[src/rtl/yamin_stb_pkg.sv]
// Shared types for the store-buffer drain scheduler: slot index type, drain FSM
// states and one-hot/index conversion helpers.
package yamin_stb_pkg;

  localparam int STB_SLOTS = 4;
  localparam int STB_IDX_W = 2;

  typedef logic [STB_IDX_W-1:0] stb_slot_idx_t;

  typedef enum logic [1:0] {
    IDLE    = 2'd0,
    DCU_REQ = 2'd1,
    BIU_REQ = 2'd2,
    RETIRE  = 2'd3
  } stb_drain_state_t;

  function automatic stb_slot_idx_t onehot_to_idx(input logic [STB_SLOTS-1:0] oh);
    stb_slot_idx_t idx;
    idx = 2'd0;
    for (int i = 0; i < STB_SLOTS; i++) begin
      idx = idx | (oh[i] ? stb_slot_idx_t'(i) : 2'd0);
    end
    return idx;
  endfunction

  function automatic logic [STB_SLOTS-1:0] idx_to_onehot(input stb_slot_idx_t idx);
    logic [STB_SLOTS-1:0] oh;
    oh      = 4'b0000;
    oh[idx] = 1'b1;
    return oh;
  endfunction

endpackage

[src/rtl/yamin_stb_drain_ctrl_if.sv]
// Slot-status and DCU/BIU drain handshake bundle between STB storage and the
// drain scheduler; the scheduler uses the slave view.
interface yamin_stb_drain_ctrl_if;
  import yamin_stb_pkg::*;

  logic [STB_SLOTS-1:0] slot_alloc_i;
  logic [STB_SLOTS-1:0] slot_ch_i;
  logic [STB_SLOTS-1:0] slot_closed_i;
  logic                 drain_all_i;
  logic                 dcu_ack_i;
  logic                 dcu_retry_i;
  logic                 biu_ack_i;
  logic                 dcu_req_o;
  logic                 biu_req_o;
  stb_slot_idx_t        req_slot_o;
  logic [STB_SLOTS-1:0] slot_free_o;
  logic                 drained_o;
  logic                 watchcat_o;

  modport master (
    output slot_alloc_i, slot_ch_i, slot_closed_i, drain_all_i,
           dcu_ack_i, dcu_retry_i, biu_ack_i,
    input  dcu_req_o, biu_req_o, req_slot_o, slot_free_o, drained_o, watchcat_o
  );

  modport slave (
    input  slot_alloc_i, slot_ch_i, slot_closed_i, drain_all_i,
           dcu_ack_i, dcu_retry_i, biu_ack_i,
    output dcu_req_o, biu_req_o, req_slot_o, slot_free_o, drained_o, watchcat_o
  );

endinterface

[src/rtl/yamin_stb_age_q.sv]
// Allocation-order FIFO of slot indices; head is the oldest allocated slot.
// A push while full is dropped unless the same cycle also pops.
module yamin_stb_age_q
  import yamin_stb_pkg::*;
(
  input  logic          clk,
  input  logic          csysreset,
  input  logic          push_i,
  input  stb_slot_idx_t push_idx_i,
  input  logic          pop_i,
  output stb_slot_idx_t head_o,
  output logic          empty_o
);

  stb_slot_idx_t mem_q [STB_SLOTS];
  stb_slot_idx_t mem_d [STB_SLOTS];
  stb_slot_idx_t wr_ptr_q, wr_ptr_d;
  stb_slot_idx_t rd_ptr_q, rd_ptr_d;
  logic [2:0]    count_q, count_d;
  logic          full_s;
  logic          push_ok_s;
  logic          pop_ok_s;

  assign empty_o   = (count_q == 3'd0);
  assign full_s    = (count_q == 3'd4);
  assign pop_ok_s  = pop_i && !empty_o;
  assign push_ok_s = push_i && (!full_s || pop_ok_s);
  assign head_o    = mem_q[rd_ptr_q];

  // Pointer, storage and occupancy update.
  always_comb begin
    mem_d    = mem_q;
    wr_ptr_d = wr_ptr_q;
    rd_ptr_d = rd_ptr_q;
    count_d  = count_q;
    if (push_ok_s) begin
      mem_d[wr_ptr_q] = push_idx_i;
      wr_ptr_d        = wr_ptr_q + 2'd1;
    end else begin
      wr_ptr_d = wr_ptr_q;
    end
    if (pop_ok_s) begin
      rd_ptr_d = rd_ptr_q + 2'd1;
    end else begin
      rd_ptr_d = rd_ptr_q;
    end
    case ({push_ok_s, pop_ok_s})
      2'b10:   count_d = count_q + 3'd1;
      2'b01:   count_d = count_q - 3'd1;
      default: count_d = count_q;
    endcase
  end

  always_ff @(posedge clk) begin
    if (csysreset) begin
      for (int i = 0; i < STB_SLOTS; i++) begin
        mem_q[i] <= 2'd0;
      end
      wr_ptr_q <= 2'd0;
      rd_ptr_q <= 2'd0;
      count_q  <= 3'd0;
    end else begin
      mem_q    <= mem_d;
      wr_ptr_q <= wr_ptr_d;
      rd_ptr_q <= rd_ptr_d;
      count_q  <= count_d;
    end
  end

endmodule

[src/rtl/yamin_stb_drain_ctrl.sv]
// Store-buffer drain scheduler: drains the oldest eligible slot to DCU
// (cacheable) or BIU (non-cacheable), one request at a time, with a watchcat.
module yamin_stb_drain_ctrl
  import yamin_stb_pkg::*;
#(
  parameter int NUM_SLOTS  = STB_SLOTS,
  parameter int WCAT_W     = 4,
  parameter int WCAT_LIMIT = 8
) (
  input  logic                    clk,
  input  logic                    csysreset,
  yamin_stb_drain_ctrl_if.slave   stb
);

  stb_drain_state_t     state_q, state_d;
  stb_slot_idx_t        req_slot_q, req_slot_d;
  logic                 dcu_req_q, dcu_req_d;
  logic                 biu_req_q, biu_req_d;
  logic [NUM_SLOTS-1:0] slot_free_q, slot_free_d;
  logic [WCAT_W-1:0]    wcat_cnt_q, wcat_cnt_d;
  logic                 drain_all_q, drain_all_d;

  logic          push_s;
  stb_slot_idx_t push_idx_s;
  logic          pop_s;
  stb_slot_idx_t head_s;
  logic          q_empty_s;
  logic          watchcat_s;
  logic          eligible_s;
  logic          idle_s;

  assign push_s     = |stb.slot_alloc_i;
  assign push_idx_s = onehot_to_idx(stb.slot_alloc_i);
  assign pop_s      = (state_q == RETIRE);
  assign idle_s     = (state_q == IDLE);
  assign watchcat_s = (wcat_cnt_q == WCAT_W'(WCAT_LIMIT));
  assign eligible_s = !q_empty_s && (stb.slot_closed_i[head_s] || drain_all_q || watchcat_s);

  yamin_stb_age_q u_age_q (
    .clk        (clk),
    .csysreset  (csysreset),
    .push_i     (push_s),
    .push_idx_i (push_idx_s),
    .pop_i      (pop_s),
    .head_o     (head_s),
    .empty_o    (q_empty_s)
  );

  // Drain FSM next state; request/free outputs are derived from the next state
  // so they are flop outputs.
  always_comb begin
    state_d     = state_q;
    req_slot_d  = req_slot_q;
    slot_free_d = '0;
    case (state_q)
      IDLE: begin
        if (eligible_s) begin
          state_d    = stb.slot_ch_i[head_s] ? DCU_REQ : BIU_REQ;
          req_slot_d = head_s;
        end else begin
          state_d = IDLE;
        end
      end
      DCU_REQ: begin
        if (stb.dcu_ack_i) begin
          state_d     = RETIRE;
          slot_free_d = idx_to_onehot(req_slot_q);
        end else if (stb.dcu_retry_i) begin
          state_d = IDLE;
        end else begin
          state_d = DCU_REQ;
        end
      end
      BIU_REQ: begin
        if (stb.biu_ack_i) begin
          state_d     = RETIRE;
          slot_free_d = idx_to_onehot(req_slot_q);
        end else begin
          state_d = BIU_REQ;
        end
      end
      RETIRE:  state_d = IDLE;
      default: state_d = IDLE;
    endcase
    dcu_req_d = (state_d == DCU_REQ);
    biu_req_d = (state_d == BIU_REQ);
  end

  // Watchcat counts only while an ineligible head waits in IDLE.
  always_comb begin
    wcat_cnt_d = wcat_cnt_q;
    if (pop_s || q_empty_s) begin
      wcat_cnt_d = '0;
    end else if (idle_s && !eligible_s && !watchcat_s) begin
      wcat_cnt_d = wcat_cnt_q + WCAT_W'(1);
    end else begin
      wcat_cnt_d = wcat_cnt_q;
    end
    drain_all_d = stb.drain_all_i || (drain_all_q && !(q_empty_s && idle_s));
  end

  always_ff @(posedge clk) begin
    if (csysreset) begin
      state_q     <= IDLE;
      req_slot_q  <= 2'd0;
      dcu_req_q   <= 1'b0;
      biu_req_q   <= 1'b0;
      slot_free_q <= '0;
      wcat_cnt_q  <= '0;
      drain_all_q <= 1'b0;
    end else begin
      state_q     <= state_d;
      req_slot_q  <= req_slot_d;
      dcu_req_q   <= dcu_req_d;
      biu_req_q   <= biu_req_d;
      slot_free_q <= slot_free_d;
      wcat_cnt_q  <= wcat_cnt_d;
      drain_all_q <= drain_all_d;
    end
  end

  assign stb.dcu_req_o   = dcu_req_q;
  assign stb.biu_req_o   = biu_req_q;
  assign stb.req_slot_o  = req_slot_q;
  assign stb.slot_free_o = slot_free_q;
  assign stb.drained_o   = q_empty_s && idle_s;
  assign stb.watchcat_o  = watchcat_s;

endmodule

[src/flat_wrapper.sv]
// flat-port wrapper written by rule: the top's interface ports become plain ports
module yamin_stb_drain_ctrl_flat import yamin_stb_pkg::*;
#(
  parameter int NUM_SLOTS  = STB_SLOTS,
  parameter int WCAT_W     = 4,
  parameter int WCAT_LIMIT = 8
)
  (clk, csysreset, stb_slot_alloc_i, stb_slot_ch_i, stb_slot_closed_i, stb_drain_all_i, stb_dcu_ack_i, stb_dcu_retry_i, stb_biu_ack_i, stb_dcu_req_o, stb_biu_req_o, stb_req_slot_o, stb_slot_free_o, stb_drained_o, stb_watchcat_o);
  yamin_stb_drain_ctrl_if stb_i ();
  input  logic clk;
  input  logic csysreset;
  input wire logic [$bits(stb_i.slot_alloc_i)-1:0] stb_slot_alloc_i;
  input wire logic [$bits(stb_i.slot_ch_i)-1:0] stb_slot_ch_i;
  input wire logic [$bits(stb_i.slot_closed_i)-1:0] stb_slot_closed_i;
  input wire logic [$bits(stb_i.drain_all_i)-1:0] stb_drain_all_i;
  input wire logic [$bits(stb_i.dcu_ack_i)-1:0] stb_dcu_ack_i;
  input wire logic [$bits(stb_i.dcu_retry_i)-1:0] stb_dcu_retry_i;
  input wire logic [$bits(stb_i.biu_ack_i)-1:0] stb_biu_ack_i;
  output wire logic [$bits(stb_i.dcu_req_o)-1:0] stb_dcu_req_o;
  output wire logic [$bits(stb_i.biu_req_o)-1:0] stb_biu_req_o;
  output wire logic [$bits(stb_i.req_slot_o)-1:0] stb_req_slot_o;
  output wire logic [$bits(stb_i.slot_free_o)-1:0] stb_slot_free_o;
  output wire logic [$bits(stb_i.drained_o)-1:0] stb_drained_o;
  output wire logic [$bits(stb_i.watchcat_o)-1:0] stb_watchcat_o;
  assign stb_i.slot_alloc_i = stb_slot_alloc_i;
  assign stb_i.slot_ch_i = stb_slot_ch_i;
  assign stb_i.slot_closed_i = stb_slot_closed_i;
  assign stb_i.drain_all_i = stb_drain_all_i;
  assign stb_i.dcu_ack_i = stb_dcu_ack_i;
  assign stb_i.dcu_retry_i = stb_dcu_retry_i;
  assign stb_i.biu_ack_i = stb_biu_ack_i;
  assign stb_dcu_req_o = stb_i.dcu_req_o;
  assign stb_biu_req_o = stb_i.biu_req_o;
  assign stb_req_slot_o = stb_i.req_slot_o;
  assign stb_slot_free_o = stb_i.slot_free_o;
  assign stb_drained_o = stb_i.drained_o;
  assign stb_watchcat_o = stb_i.watchcat_o;
  yamin_stb_drain_ctrl #(.NUM_SLOTS(NUM_SLOTS), .WCAT_W(WCAT_W), .WCAT_LIMIT(WCAT_LIMIT)) u_core (.clk(clk), .csysreset(csysreset), .stb(stb_i));
endmodule
[config.mk]
export PLATFORM = sky130hd
export DESIGN_NAME = yamin_stb_drain_ctrl_flat
export DESIGN_NICKNAME = d
export VERILOG_FILES = /design/src/rtl/yamin_stb_pkg.sv /design/src/rtl/yamin_stb_drain_ctrl_if.sv /design/src/rtl/yamin_stb_age_q.sv /design/src/rtl/yamin_stb_drain_ctrl.sv /design/src/flat_wrapper.sv
export SDC_FILE = /design/constraint.sdc
export NUM_CORES = 1
export LEC_CHECK = 0
export ABC_AREA = 1
export CORE_MARGIN = 4
export CORE_UTILIZATION = 50
export CTS_BUF_LIST = sky130_fd_sc_hd__clkbuf_8
export CTS_CLUSTER_SIZE = 14
export DETAILED_ROUTE_END_ITERATION = 10
export GPL_TIMING_DRIVEN = 0
export PLACE_DENSITY = 0.75
export SETUP_SLACK_MARGIN = 0.05
export SLEW_MARGIN = 30
export SYNTH_ARGS = -nofsm -noshare
export SYNTH_HDL_FRONTEND = slang
export SYNTH_HIERARCHICAL = 1
export SYNTH_SLANG_ARGS = --single-unit
[constraint.sdc]
create_clock -name clk -period 6.3 [get_ports clk]
set_input_delay 1.575 -clock clk [delete_from_list [all_inputs] [get_ports clk]]
set_output_delay 1.575 -clock clk [all_outputs]
set_load 0.02 [all_outputs]
# Yosys cells after proc, flatten, opt, wreduce, memory -nomap -nowiden
# Index checks and enable logic that the tools add are counted.
# classes
n_addsub	5
magnitude_cmp	6
eq_ne	9
mux	25
bitwise	4
n_reduce_logical	25
# op_table
cell	count
2-bit two-way mux	8
1-bit logical AND	9
8-bit bitwise mux	1
2-bit == test (second input constant)	4
4-bit two-way mux	2
2-bit one-hot mux with 4 select lines	1
4-bit one-hot mux with 2 select lines	1
2-bit by 1-bit == test with 1-bit output (second input constant)	3
3-bit greater-or-equal comparator (second input constant)	2
2-bit by 3-bit < comparator with 1-bit output (second input constant)	2
1-bit two-way mux	6
2-bit inverter with 3-bit output	2
3-bit one-hot mux with 2 select lines	1
1-bit logical NOT	5
1-bit logical OR	5
2-bit by 1-bit adder with 2-bit output (second input constant)	2
4-bit by 1-bit adder with 4-bit output (second input constant)	1
1-bit binary-select mux with 2-bit select	2
2-bit binary-select mux with 2-bit select	1
2-bit demux with 2-bit select	1
4-bit == test (second input constant)	1
2-bit OR	2
4-bit OR reduction	1
3-bit by 1-bit adder with 3-bit output (second input constant)	1
10 further kinds	10
# word_totals
register_bits	30
in_bits	18
out_inout_bits	10
wordCells	88

# Logic depth before layout (Yosys ltp)
# logic_depth
depth_word	12
mapped_depth	14
ltp_nobuf	14

# Cells and area by module
# The synthesis kept the hierarchy.
# modules_own_cells
mod	instances	cells_each	area_each_um2	seq_area_each_um2
yamin_stb_age_q	1	132	914.6	300.3
yamin_stb_drain_ctrl	1	135	904.6	300.3

# Worst setup path before layout
# OpenSTA, ideal clock, no wires.
# synth_timing
path_type	input-to-reg
from	input stb_slot_alloc_i[3]
to	register u_core.u_age_q.count_q[2]
setup_ps	110
arrival_ps	3401
t_required_ps	6190
path_slack_ps	2789
stages	11
path_buffers	0
cell_sequence	or2_2 or3_1 nand2_1 ha_1 inv_1 fa_1 or2_2 nand3_1 nand2_1 inv_1 nor2_1
# synth_via
elab_chain_len	4
elab_cells_between_ends	6
classes_between	2 x eq/ne; 1 x mux; 3 x reduce/logical
# synth_lines
element	line_no	rtl
start: declaration	flat_wrapper.sv:12	input wire logic [$bits(stb_i.slot_alloc_i)-1:0] stb_slot_alloc_i;
4-bit OR reduction (*)	yamin_stb_drain_ctrl.sv:32	assign push_s = |stb.slot_alloc_i;
net u_core.push_s	yamin_stb_drain_ctrl.sv:23	logic push_s;
1-bit logical AND (*)	yamin_stb_age_q.sv:27	assign push_ok_s = push_i && (!full_s || pop_ok_s);
2-bit by 1-bit == test with 1-bit output or 2-bit == test (tied branches)	yamin_stb_age_q.sv:47	case ({push_ok_s, pop_ok_s})
3-bit one-hot mux with 2 select lines or 2-bit nonzero test (tied branches)	-	
end signal: assignment	yamin_stb_age_q.sv:66	count_q <= count_d;
end: declaration	yamin_stb_age_q.sv:19	logic [2:0] count_q, count_d;
# Mark *: on every way through the listed nets, which the timed path passes. The rest lies on a longest branch.
# A chain may end at the register's enable or synchronous reset.

# Final worst setup path
# Ends and elaborated chain as after synthesis.

==> flow_metrics.env <==
export IMPL_peakVddDrop_v=0.000181
export IMPL_route_detailed_drc=0
export IMPL_finalCritPeriodShare_pct=60.8
export IMPL_worst_ep_arrival_time_ns=4.01
export IMPL_setup_violations_final=0
export IMPL_avgSynthCellArea_um2=6.81
export IMPL_ys_seq_elements=30
export IMPL_total_power_mw=0.597
export IMPL_slowest_delay_ns=0.41
export IMPL_post_cts_setup_buffer_count=0
export IMPL_yosysTopAreaCellShare_pct=33.0
export IMPL_fin_util_pct=65.5
export IMPL_setup_tns_ns=0
export IMPL_die_w_um=68.3
export IMPL_startpoint="stb_slot_alloc_i[3]"
export IMPL_fin_worst_skew_ns=0.00321
export IMPL_start_util_pct=53.3
export IMPL_wirelength_um=3620
export IMPL_endpoint_kind="register"
export IMPL_areaGrowthSynthToFinish_pct=23.0
export IMPL_netlist_top_cells_area="dfxtp_1, nand2_1, inv_1"
export IMPL_drt_iter0_markers=69
export IMPL_cap_violations=0
export IMPL_drive_gt1_share_pct=11.9
export IMPL_syn_num_nets=298
export IMPL_diodes=0
export IMPL_grtUsageTotal_pct=18.1
export IMPL_multiInputGateArea_um2=973
export IMPL_start_kind="input port"
export IMPL_cts_max_level=2
export IMPL_synth_edf_count=0
export IMPL_num_io_pins=28
export IMPL_via_count=1663
export IMPL_numCtsBuffers=5
export IMPL_clk_path_buf_depth=2
export IMPL_cts_tree="yes"
export IMPL_core_rowCount=21
export IMPL_synth_top_cell_by_area="dfxtp_1"
export IMPL_nFillCells=311
export IMPL_cts_sinks=30
export IMPL_final_common_cell="nand2_1"
export IMPL_cts_clk_slew_worst_paths_ns=0.06
export IMPL_final_cells=348
export IMPL_whs_ns=0.481
export IMPL_crit_required_ns=6.48
export IMPL_nNetsFinal=332
export IMPL_hold_path_class="reg2reg"
export IMPL_crit_fanout=6
export IMPL_grt_pass1_wl_um=6180
export IMPL_status="completed"
export IMPL_ys_warnings_count=6
export IMPL_dpl_hpwl_um=2830
export IMPL_dieArea_um2=4670
export IMPL_power_density_nw_per_um2=267
export IMPL_slew_violations=0
export IMPL_antenna_left=0
export IMPL_critPathSlowestCell="clkdlybuf4s50_1"
export IMPL_worstPathCellList="clkdlybuf4s50_1 -> or2_2 -> or3_1 -> nand2_1 -> ha_1 -> inv_1 -> fa_1 -> or2_2 -> nand3_1 -> nand2_1 -> inv_1 -> nor2_1"
export IMPL_place_gp_congestion=0.784
export IMPL_grt_max_degree=11
export IMPL_async_flop_share_pct=0
export IMPL_crit_cells=12
export IMPL_cts_resized=0
export IMPL_rsz0062_at_grt="no"
export IMPL_critPathBufInv=3
export IMPL_cpLargestDelayFamily="simple AND/OR/NAND/NOR gates"
export IMPL_period_needed_ns=3.83
export IMPL_crit_end="u_core/u_age_q/count_q[2]"
export IMPL_die_y_um=68.3
export IMPL_hold_viol=0
export IMPL_dp_cells=340
export IMPL_ff2ff_path_depth=12
export IMPL_clk_latency_ns=0.28
export IMPL_portBuffers=27
export IMPL_reg2reg_to="u_core/u_age_q/count_q[2]"
export IMPL_ys_seq_area_share_pct=33.0
export IMPL_wire_per_inst_um=10.4
export IMPL_synth_cell_type_count=27
export IMPL_design_core_area_um2=3420
export IMPL_syn_inst=267
export IMPL_netlist_area_um2=1820
export IMPL_r2r_start="u_core/state_q[0]"
export IMPL_r2r_setup_slack_ns=4.11
export IMPL_avgViaCountPerCell=4.78
export IMPL_antenna_found_initial=0
export IMPL_crit_type="in2reg"
export IMPL_ys_flop_type="dfxtp_1"
export IMPL_worst_pin_slew_ns=0.593
export IMPL_register_area_um2=601
export IMPL_grt_ovfl_total=0
export IMPL_cts_root_buf="clkbuf_8"
export IMPL_relSlewSlack_pct=60.5
export IMPL_layout_common_cells="nand2_1, inv_1, dfxtp_1"
export IMPL_max_freq_mhz=261
export IMPL_leakagePower_nw=1.12
export IMPL_hold_buffers=0
export IMPL_first_global_vias=1481
export IMPL_drt_pre_antenna_iters=4
[final cells by class]
cell class	count	share of cell area (%)
plain buffers	3	1.06
clock buffers	6	3.69
clock inverters	2	0.391
inverters	59	9.89
multi-input cells	175	43.5
flip-flops and latches	30	26.8
well taps	46	2.57
repair buffers	27	12.1
[logic make-up after synthesis]
| logic type | share of synthesized area [%] |
|---|---|
| simple gates | 37.6 |
| flops | 33.0 |
| compound gates | 6.05 |
| xor+xnor | 0.482 |
| buf+inv | 13.5 |
| fa+ha+maj | 9.35 |
[stage by stage]
stage,area (µm²),worst slack [ns]
floorplan,1820,2.79
CTS,2240,2.49
global placement,2150,2.23
detailed placement,2150,2.18
finish,2240,2.47
global route,2240,2.38
[sequential cells by signal, indices dropped and copies added (netlist names)]
register,cells
u_core/u_age_q/mem_q,8
u_core/stb.slot_free_o,4
u_core/wcat_cnt_q,4
u_core/u_age_q/count_q,3
u_core/state_q,2
u_core/stb.req_slot_o,2
u_core/u_age_q/rd_ptr_q,2
u_core/u_age_q/wr_ptr_q,2
u_core/drain_all_q,1
u_core/stb.biu_req_o,1
u_core/stb.dcu_req_o,1
[synthesized netlist by cell type, types with 3 or more instances]
cell	n
nand2_2	3
nand3_2	4
nor2_2	9
nand3_1	13
a21oi_1	14
nand4_1	8
nor4_1	4
nor2_1	23
or2_2	3
o21ai_0	8
inv_1	57
ha_1	12
nand2_1	63
dfxtp_1	30
[where the power goes]
part,leakage (nW),internal [mW],switching (mW)
clock network,0.0524,0.0864,0.0728
registers,0.246,0.214,0.0161
logic,0.822,0.0819,0.126
total,1.12,0.382,0.215
[metal layers]
layer  up-vias  GRT usage (%)  routed length (µm)
met5         -              0                   0
met4         0           7.20                  34
met3         4           7.06                 199
met2        39           27.8                1670
met1       733           22.7                1720
li1        887              -                   -
[worst min path at each step]
| stage | endpoint | slack [ns] | from | depth (start not counted) |
|---|---|---|---|---|
| after CTS | u_core/stb.slot_free_o[0] | 0.48 | u_core/stb.req_slot_o[0] | 1 |
| after floorplan | u_core/drain_all_q | 0.46 | u_core/drain_all_q | 2 |
| final | u_core/stb.slot_free_o[2] | 0.48 | u_core/stb.req_slot_o[0] | 1 |
| after detailed placement | u_core/stb.slot_free_o[0] | 0.48 | u_core/stb.req_slot_o[0] | 1 |
| after global routing | u_core/stb.slot_free_o[2] | 0.51 | u_core/stb.req_slot_o[0] | 1 |
| after global placement | u_core/drain_all_q | 0.47 | u_core/drain_all_q | 2 |
(Power assumes the default switching activity.)
